### config.mk
export PLATFORM = sky130hd
export DESIGN_NAME = result_bcd_decoder
export DESIGN_NICKNAME = d
export VERILOG_FILES = /design/src/rtl/result_bcd_decoder.sv
export SDC_FILE = /design/constraint.sdc
export NUM_CORES = 1
export LEC_CHECK = 0
export BUFFER_PORTS_ARGS = -buffer_cell sky130_fd_sc_hd__buf_2
export CELL_PAD_IN_SITES_DETAIL_PLACEMENT = 0
export CELL_PAD_IN_SITES_GLOBAL_PLACEMENT = 1
export CORE_MARGIN = 1
export CORE_UTILIZATION = 45
export DETAILED_ROUTE_END_ITERATION = 8
export PLACE_DENSITY_LB_ADDON = 0.1
export SYNTH_ARGS = -nofsm -noshare
export SYNTH_HDL_FRONTEND = slang
export SYNTH_SLANG_ARGS = --single-unit
### constraint.sdc
create_clock -name clk -period 4.2 [get_ports clk]
set_input_delay 0.84 -clock clk [delete_from_list [all_inputs] [get_ports clk]]
set_output_delay 0.84 -clock clk [all_outputs]
set_load 0.01 [all_outputs]
### src/rtl/result_bcd_decoder.sv
// Sequential 8-bit binary-to-BCD decoder (double dabble, one bit per clock)
// with sign extraction and an overflow flag carried alongside the result.
`timescale 1ns/1ps
module result_bcd_decoder (
    input  logic       clk,
    input  logic       rst,
    input  logic       start,
    input  logic [7:0] din,
    input  logic       is_signed,
    input  logic       ovr_in,
    output logic       busy,
    output logic       done,
    output logic       sign,
    output logic [3:0] hund,
    output logic [3:0] tens,
    output logic [3:0] ones,
    output logic       err
);

    localparam int unsigned DW    = 8;
    localparam int unsigned DIGW  = 4;
    localparam int unsigned NDIG  = 3;
    localparam int unsigned ACCW  = DIGW * NDIG;
    localparam int unsigned CNTW  = 3;

    typedef enum logic {IDLE, CONV} state_t;

    state_t            state_q, state_d;
    logic [ACCW-1:0]   acc_q, acc_d;
    logic [DW-1:0]     mag_q, mag_d;
    logic [CNTW-1:0]   cnt_q, cnt_d;
    logic              sign_n_q, sign_n_d;
    logic              err_n_q, err_n_d;
    logic              busy_q, busy_d;
    logic              done_q, done_d;
    logic              sign_q, sign_d;
    logic [DIGW-1:0]   hund_q, hund_d;
    logic [DIGW-1:0]   tens_q, tens_d;
    logic [DIGW-1:0]   ones_q, ones_d;
    logic              err_q, err_d;

    logic [ACCW-1:0]   acc_adj;
    logic [ACCW-1:0]   acc_sh;
    logic              neg_in;

    // Add-3 correction on every nibble that would overflow past 9 after doubling
    always_comb begin
        acc_adj = acc_q;
        for (int i = 0; i < NDIG; i++) begin
            if (acc_q[i*DIGW +: DIGW] >= DIGW'(5))
                acc_adj[i*DIGW +: DIGW] = acc_q[i*DIGW +: DIGW] + DIGW'(3);
        end
    end

    assign acc_sh = ACCW'({acc_adj, mag_q[DW-1]});
    assign neg_in = is_signed & din[DW-1];

    always_comb begin
        state_d  = state_q;
        acc_d    = acc_q;
        mag_d    = mag_q;
        cnt_d    = cnt_q;
        sign_n_d = sign_n_q;
        err_n_d  = err_n_q;
        busy_d   = busy_q;
        done_d   = 1'b0;
        sign_d   = sign_q;
        hund_d   = hund_q;
        tens_d   = tens_q;
        ones_d   = ones_q;
        err_d    = err_q;
        case (state_q)
            IDLE: begin
                if (start) begin
                    sign_n_d = neg_in;
                    mag_d    = neg_in ? DW'((~din) + DW'(1)) : din;
                    err_n_d  = ovr_in;
                    acc_d    = '0;
                    cnt_d    = '0;
                    busy_d   = 1'b1;
                    state_d  = CONV;
                end
            end
            CONV: begin
                acc_d = acc_sh;
                mag_d = {mag_q[DW-2:0], 1'b0};
                cnt_d = cnt_q + CNTW'(1);
                // Eighth shift: publish the finished digits
                if (cnt_q == CNTW'(DW - 1)) begin
                    hund_d  = acc_sh[2*DIGW +: DIGW];
                    tens_d  = acc_sh[DIGW +: DIGW];
                    ones_d  = acc_sh[0 +: DIGW];
                    sign_d  = sign_n_q;
                    err_d   = err_n_q;
                    done_d  = 1'b1;
                    busy_d  = 1'b0;
                    state_d = IDLE;
                end
            end
            default: state_d = IDLE;
        endcase
    end

    always_ff @(posedge clk or posedge rst) begin
        if (rst) begin
            state_q  <= IDLE;
            acc_q    <= '0;
            mag_q    <= '0;
            cnt_q    <= '0;
            sign_n_q <= 1'b0;
            err_n_q  <= 1'b0;
            busy_q   <= 1'b0;
            done_q   <= 1'b0;
            sign_q   <= 1'b0;
            hund_q   <= '0;
            tens_q   <= '0;
            ones_q   <= '0;
            err_q    <= 1'b0;
        end else begin
            state_q  <= state_d;
            acc_q    <= acc_d;
            mag_q    <= mag_d;
            cnt_q    <= cnt_d;
            sign_n_q <= sign_n_d;
            err_n_q  <= err_n_d;
            busy_q   <= busy_d;
            done_q   <= done_d;
            sign_q   <= sign_d;
            hund_q   <= hund_d;
            tens_q   <= tens_d;
            ones_q   <= ones_d;
            err_q    <= err_d;
        end
    end

    assign busy = busy_q;
    assign done = done_q;
    assign sign = sign_q;
    assign hund = hund_q;
    assign tens = tens_q;
    assign ones = ones_q;
    assign err  = err_q;

endmodule

# Yosys cells after proc, flatten, opt, wreduce, memory -nomap -nowiden
# Index checks and enable logic that the tools add are counted.
dict set report word_totals {
  register_bits 42
  input_bits 13
  out_inout_bits 16
  elab_cells 48
}
dict set report classes {
  addsub 5
  n_lt_le_gt_ge 3
  eq_ne 3
  muxes 18
  n_bitwise 3
  n_reduce_logical 3
}
# cell n
set ops {}
lappend ops {{$pmux W12 S2} 1}
lappend ops {{$mux W8} 2}
lappend ops {{$pmux W8 S2} 1}
lappend ops {{$ge A4 B3 Y1 const B} 3}
lappend ops {{$mux W12} 1}
lappend ops {{$add A4 B2 Y4 const B} 2}
lappend ops {{$add A8 B1 Y8 const B} 1}
lappend ops {{$mux W4} 2}
lappend ops {{$not A8 Y8} 1}
lappend ops {{$mux W1} 6}
lappend ops {{$mux W3} 2}
lappend ops {{$pmux W3 S2} 1}
lappend ops {{$reduce_and A2 Y1} 3}
lappend ops {{$pmux W1 S2} 2}
lappend ops {{$add A3 B1 Y3 const B} 1}
lappend ops {{$add A3 B2 Y3 const B} 1}
lappend ops {{$eq A3 B3 Y1 const B} 1}
lappend ops {{$ne A2 B1 Y1 const B} 1}
lappend ops {{$ne A2 B2 Y1 const B} 1}
lappend ops {{$and A1 B1 Y1} 1}
lappend ops {{$not A1 Y1} 1}

# Longest topological paths before layout
# Gate-level depths: netlist of the first run.
dict set report depth {
  ltp_word 5
  mapped_depth 6
  ltp_nobuf 6
}

# Worst setup path before layout of the first run
# No wires, ideal clock.
dict set report synth_timing {
  path_type {input-to-reg}
  startpoint {input port din[0]}
  endpoint {register mag_q[4]}
  setup_time_ps 65
  arrival_time_ps 1833
  required_ps 4135
  setup_slack_ps 2302
  cell_stages 6
  n_path_buf 0
  cell_sequence {inv_1 -> ha_1 -> nor3b_1 -> or3_1 -> a311oi_1 -> a21o_1}
}
dict set report synth_via {
  elab_chain_cells 5
}
# item line_no
set synth_lines {}
lappend synth_lines {{start: declaration} 8} ;# input logic [7:0] din,
lappend synth_lines {{$not A8 Y8} 76} ;# mag_d = neg_in ? DW'((~din) + DW'(1)) : din;
lappend synth_lines {{$add A8 B1 Y8} 76}
lappend synth_lines {{$mux W8} 76}
lappend synth_lines {{$mux W8} 74} ;# if (start) begin
lappend synth_lines {{$pmux W8 S2} 72} ;# case (state_q)
lappend synth_lines {{end signal: assignment} 122} ;# mag_q <= mag_d;
lappend synth_lines {{end: declaration} 30} ;# logic [DW-1:0] mag_q, mag_d;
# Every way passes these cells. The select of a mux whose other input is x is not followed.
# A chain may end at the register's enable or synchronous reset.

# Worst setup path after layout of the first run
dict set report layout_timing {
  startpoint {register cnt_q[0]}
  endpoint {register tens_q[1], in the netlist tens[1]}
}
dict set report layout_via {
  elab_chain_cells 2
}
# item line_no
set layout_lines {}
lappend layout_lines {{start: declaration} 31} ;# logic [CNTW-1:0] cnt_q, cnt_d;
lappend layout_lines {{start signal: assignment} 123} ;# cnt_q <= cnt_d;
lappend layout_lines {{$eq A3 B3 Y1} 89} ;# if (cnt_q == CNTW'(DW - 1)) begin
lappend layout_lines {{$reduce_and A2 Y1 (no line)} --}
lappend layout_lines {{end signal: assignment} 130} ;# tens_q <= tens_d;
lappend layout_lines {{end: declaration} 38} ;# logic [DIGW-1:0] tens_q, tens_d;
# Every way passes these cells.

==> flow_summary.json, run 1 <==
{
  "syn_nets": 224,
  "post-cts-setup-buffer-count": 0,
  "clkPwrFrac_pct": 18.2,
  "cts_root_buf": "clkbuf_8",
  "slew_headroom_pct": 28.96,
  "vdd_ir_drop_max_mv": 0.2708,
  "rr_worst_depth": 5,
  "synthTopCellsByCount": "dfrtp_1 (42), nand2_1 (18), o21ai_0 (17)",
  "fillers": 414,
  "clkTransAtPathRegs_ps": 70,
  "r2r-start": "cnt_q[0]",
  "die_x_um": 70.16,
  "drv_slew": 0,
  "critPathLaunchType": "flop",
  "clock_sinks": 42,
  "row_count": 24,
  "yosys.area.top_type": "dfrtp_1",
  "fin_setup_tns_ps": 0,
  "power.total_w": 0.001753,
  "grt_pass1_wl_um": 6934,
  "clock_skew_ps": 5.815,
  "p_int_w": 0.001123,
  "rsz0062_at_grt": "no",
  "overflow": 0,
  "finalSetupViolations": 0,
  "power_density_mw_per_mm2": 736.8,
  "synth_warnings": 0,
  "crit_type": "flop to flop",
  "max_freq_mhz": 539.4,
  "dr.pass1.iters": 5,
  "drive_above_1_share_pct": 21.40,
  "synth_seq_cells": 42,
  "status": "completed",
  "start_util_pct": 47.36,
  "crit_chain": "ha_1 -> ha_1 -> nand2_1 -> inv_1 -> mux2_2",
  "worstHoldPathCells": 2,
  "critPathRequiredTime_ps": 4370,
  "synth_top_cell_area_share_pct": 50.27,
  "fp.coreArea_mm2": 0.004414,
  "nNetsFinal": 251,
  "grt_max_degree": 44,
  "wire_per_inst_um": 13.73,
  "die_h_um": 70.16,
  "p_sw_w": 0.0006294,
  "tritoncts": "yes",
  "routed_wl_um": 3857,
  "async_reset_ff_share_pct": 100.0,
  "crit_path_frequent_cell": "ha_1",
  "ant_nets": 0,
  "crit_fanout": 12,
  "min-delay-start": "tens[3]",
  "avgViaCountPerCell": 5.420,
  "cp_data_arrival_time_ps": 2030,
  "synth_ff_type": "dfrtp_1",
  "syn_inst": 202,
  "die_area_mm2": 0.004922,
  "num_io_pins": 29,
  "period_needed_ps": 1854,
  "synth-edff-count": 0,
  "cp_slowest_cell": "dfrtp_1",
  "yosys.cell_count.top_type": "dfrtp_1",
  "via_count": 1523,
  "whs_ps": 475.0,
  "place_area_mm2": 0.002266,
  "endpoint_kind": "flop",
  "track_usage_pct": 17.88,
  "maxCapViolCount": 0,
  "seqPwrFrac_pct": 39.6,
  "ys_seq_area_share_pct": 50.27,
  "final_cell_count_no_fill": 281,
  "hold_class": "flop to flop",
  "rr_endpoint": "tens[1]",
  "n_antenna_cell": 0,
  "power_frac_comb_pct": 42.2,
  "postLayoutCellArea_mm2": 0.002379,
  "place_inst": 274,
  "slowest_delay_ps": 390,
  "htree_levels": 2,
  "drc": 0,
  "cts_resized": 0,
  "gp_congestion": 0.7883,
  "seqCellArea_mm2": 0.001051,
  "synth_area_leaders": "dfrtp_1 (50%), ha_1 (5.4%), mux2_2 (5.4%), nor3b_1 (5.0%), mux2i_1 (4.3%)",
  "first_global_vias": 1535,
  "worstSkewPairLatency_ps": 290,
  "antenna_found_initial": 0,
  "hold_viol_final": 0,
  "cts.hold.buffers_added": 0,
  "syn_area_per_cell_um2": 10.35,
  "tightest_slew_ps": 1064,
  "clock_path_buffers": 2,
  "multi_input_area_um2": 957.2,
  "period_share_pct": 44.14,
  "ff2ff_setup_slack_ps": 2350,
  "io_buffer_count": 28,
  "syn_area_mm2": 0.002091,
  "drt_iter0_drc": 60,
  "hold_end": "tens[3]",
  "place_hpwl_um": 2736,
  "area_growth_pct": 13.76,
  "leakage_nw": 1.175,
  "switching_share_pct": 35.91,
  "cts_made_buffers": 5,
  "yosysUniqueCellTypes": 24
}
## power groups by stage
stage | clock network, W | logic (W) | registers (W)
after floorplan | 0 | 0.000536 | 0.000714
after global placement | 0 | 0.000713 | 0.000693
after detailed placement | 0 | 0.000747 | 0.000704
after CTS | 0.000330 | 0.000750 | 0.000696
after global routing | 0.000347 | 0.000843 | 0.000719
final | 0.000319 | 0.000740 | 0.000694
## through the flow
stage	setup WS, ps	utilization [%]
floorplan	2302	-
global placement	2145	51.33
detailed placement	2121	51.33
CTS	2308	53.88
global route	2200	53.88
finish	2346	53.88
## critical path, delay by kind of cell (launching register included)
kind                     cells  cell delay (ps)
buffers and inverters        1              320
adder cells (fa/ha/maj)      2              380
AND/OR/NAND/NOR              1              290
flip-flops                   1              390
multiplexers                 1              360
## routing by layer
metal / vias up / track usage [%] / part of all wire [%]
li1: 744 / - / -
met1: 733 / 20.68 / 44
met2: 38 / 32.48 / 50
met3: 8 / 4.329 / 3.9
met4: 0 / 5.333 / 1.7
met5: - / 0 / 0
## cell type report
cell class	instances	share of cell area (%)
flip-flops and latches	42	44.19
well taps	52	2.735
inverters	10	1.578
repair buffers	30	6.523
clock inverters	1	1.262
multi-input cells	140	40.24
clock buffers	6	3.472
## logic make-up after synthesis
logic type,Yosys count,synth area share (%)
and+or+nand+nor,61,15.38
AOI/OAI and AO/OA,44,12.39
DFF,42,50.27
buffers and inverters,20,3.950
muxes,19,9.695
adders and majority gates,9,5.386
xor gates and xnor gates,7,2.932
## worst max-delay path by stage
stage	startpoint	end	slack (ps)	depth (start not counted)
floorplan	din[0]	mag_q[4]	2300	6
global placement	din[0]	mag_q[4]	2150	7
detailed placement	din[0]	mag_q[4]	2120	7
CTS	cnt_q[0]	tens[1]	2310	5
global route	cnt_q[0]	tens[1]	2200	5
finish	cnt_q[0]	tens[1]	2350	5
## registers in the layout (all words and copies together), names as in the netlist, 3 cells and up
signal	cells
ones	4
hund	4
cnt_q	3
mag_q	8
tens	4
acc_q	12
## placed cells by master, fill, tap and decap left out, types with 4 or more instances in the layout
cell type	netlist	layout
buf_2	6	28
dfrtp_1	42	42
a21oi_1	14	14
nand2_1	18	18
nor3b_1	14	14
mux2_2	10	10
inv_1	10	10
clkbuf_8	0	6
mux2i_1	9	9
nor2_1	10	10
nor3_1	4	4
nand2b_1	10	10
a21o_1	8	8
xnor2_1	7	7
o21ai_0	17	17
ha_1	9	9
(Power assumes the default switching activity.)
==> inputs of run 2 (changes only) <==
--- a/config.mk
+++ b/config.mk
@@ -9,7 +9,7 @@
 export CELL_PAD_IN_SITES_DETAIL_PLACEMENT = 0
 export CELL_PAD_IN_SITES_GLOBAL_PLACEMENT = 1
 export CORE_MARGIN = 1
-export CORE_UTILIZATION = 45
+export CORE_UTILIZATION = 44
 export DETAILED_ROUTE_END_ITERATION = 8
 export PLACE_DENSITY_LB_ADDON = 0.1
 export SYNTH_ARGS = -nofsm -noshare
==> constraint.sdc (replaced) <==
create_clock -name clk -period 1.8 [get_ports clk]
set_input_delay 0.36 -clock clk [delete_from_list [all_inputs] [get_ports clk]]
set_output_delay 0.36 -clock clk [all_outputs]
set_load 0.01 [all_outputs]
==> run 2 against run 1 <==
Net effect:
- the run now ends with DRC left
- total power is 120% higher
- cell count is 1.4% higher
- sequential power is 130% higher
- critical path type unchanged
- global-route usage is 0.91 points lower
- sequential cell count stayed put
- via count is 1.8% lower
- critical endpoint is now ones[2]
- highest routed layer unchanged
==> flow_summary.json, run 2 (synthesis results as in run 1) <==
{
  "dr.pass1.iters": 8,
  "n_antenna_cell": 0,
  "nNetsFinal": 254,
  "crit_chain": "inv_1 -> ha_1 -> nand2b_1 -> a21oi_1 -> mux2i_1 -> mux2_2",
  "die_area_mm2": 0.005031,
  "antenna_found_initial": 0,
  "layout_commonest_cell": "dfrtp_1",
  "finalSetupViolations": 0,
  "grt_max_degree": 44,
  "hold_class": "primary input to async pin",
  "drive_above_1_share_pct": 22.32,
  "final_cell_mix": "dfrtp_1 (42), buf_2 (28), nand2_1 (18)",
  "post-cts-setup-buffer-count": 0,
  "die_x_um": 70.93,
  "critPathLaunchType": "flop",
  "cp_slowest_cell": "dfrtp_1",
  "power_density_mw_per_mm2": 1654,
  "cts_root_buf": "clkbuf_8",
  "ant_nets": 0,
  "max_freq_mhz": 626.8,
  "slowest_delay_ps": 420,
  "tightest_slew_ps": 512.1,
  "die_h_um": 70.93,
  "critPathRequiredTime_ps": 2030,
  "wire_per_inst_um": 12.90,
  "fin_setup_tns_ps": 0,
  "crit_family": "multiplexers",
  "dp_slack_ps": 195.5,
  "power.total_w": 0.003937,
  "leakage_nw": 1.180,
  "clock_sinks": 42,
  "largest_reg_flops": 12,
  "cp_num_buf_inv": 1,
  "worstSetupStartpoint": "acc_q[0]",
  "clock_skew_ps": 3.949,
  "worstSkewPairLatency_ps": 280,
  "period_share_pct": 88.63,
  "final_cell_count_no_fill": 285,
  "r2r-start": "acc_q[0]",
  "drc": 2,
  "slew_headroom_pct": 65.86,
  "overflow": 0,
  "clock_path_buffers": 2,
  "cp_data_arrival_time_ps": 1820,
  "hold_viol_final": 0,
  "gp_congestion": 0.8087,
  "fp.coreArea_mm2": 0.004474,
  "row_count": 24,
  "via_count": 1496,
  "cts.hold.buffers_added": 0,
  "clkTransAtPathRegs_ps": 70,
  "postLayoutCellArea_mm2": 0.002380,
  "first_global_vias": 1532,
  "place_hpwl_um": 2725,
  "drt_iter0_drc": 87,
  "num_io_pins": 29,
  "fillers": 420,
  "area_growth_pct": 13.82,
  "largest-register": "acc_q",
  "tritoncts": "yes",
  "drv_slew": 0,
  "rsz0062_at_grt": "no",
  "status": "finished with violations",
  "place_area_mm2": 0.002288,
  "crit_fanout": 4,
  "ff2ff_setup_slack_ps": 200,
  "start_util_pct": 46.73,
  "maxCapViolCount": 0,
  "grt_pass1_wl_um": 6637,
  "vdd_ir_drop_max_mv": 0.6104,
  "violations": "DRC",
  "routed_wl_um": 3677,
  "avgViaCountPerCell": 5.249,
  "io_buffer_count": 28,
  "htree_levels": 2,
  "period_needed_ps": 1595,
  "cts_made_buffers": 5,
  "place_inst": 277,
  "cts_resized": 0,
  "fin_ws_ps": 204.6,
  "track_usage_pct": 16.97,
  "reg.largest.list": "acc_q (12), mag_q (8)",
  "endpoint_kind": "flop",
  "crit_type": "flop to flop"
}
-- run 2: changes by cell type in the layout (fill, tap and decap cells not counted), sizes merged --
cell,delta
buf,+3
clkinv,+1
clkbuf,+1
bufinv,-1
-- run 2: worst min-delay path: stages --
cell and delay (ps):
buf_2 100, inv_1 40, buf_4 430
-- run 2: worst paths after layout --
| path | depth (start not counted) | to |
|---|---|---|
| worst max register to register | 6 | ones[2] |
| worst min register to register | 2 | tens[0] |
| max in group asynchronous | 3 | state_q |
| worst max-delay path | 6 | ones[2] |
| min in group clk | 3 | err_n_q |
| worst min-delay path | 3 | busy |
-- run 2: per-layer routing --
metal	GRT usage [%]	share of wire, %	up-vias
met2	31.20	52	31
li1	-	-	752
met4	6.000	0.84	0
met3	3.561	3.3	4
met5	0	0	-
met1	19.50	44	709
-- run 2: report_power, final --
part	internal, W	switching, W	total [W]
clock network	0.000309	0.000291	0.000600
registers	0.00137	0.000245	0.00161
logic	0.000822	0.000902	0.00172
-- run 2: per-stage QoR --
step           utilization [%]  hold slack [ps]
4_1_cts                  53.19            219.0
3_3_place_gp             51.15            459.1
6_report                 53.19            192.1
3_5_place_dp             51.15            462.2
5_1_grt                  53.19            241.7
2_1_floorplan                -            440.1
-- run 2: layout make-up --
class | instances | area, um2 | share of cell area (%)
multi-input combinational | 140 | 957.2 | 40.22
clock buffer | 7 | 86.33 | 3.628
timing repair buffer | 33 | 177.7 | 7.466
sequential | 42 | 1051 | 44.16
inverter | 10 | 37.54 | 1.577
tap | 52 | 65.06 | 2.734
clock inverter | 1 | 5.005 | 0.2103
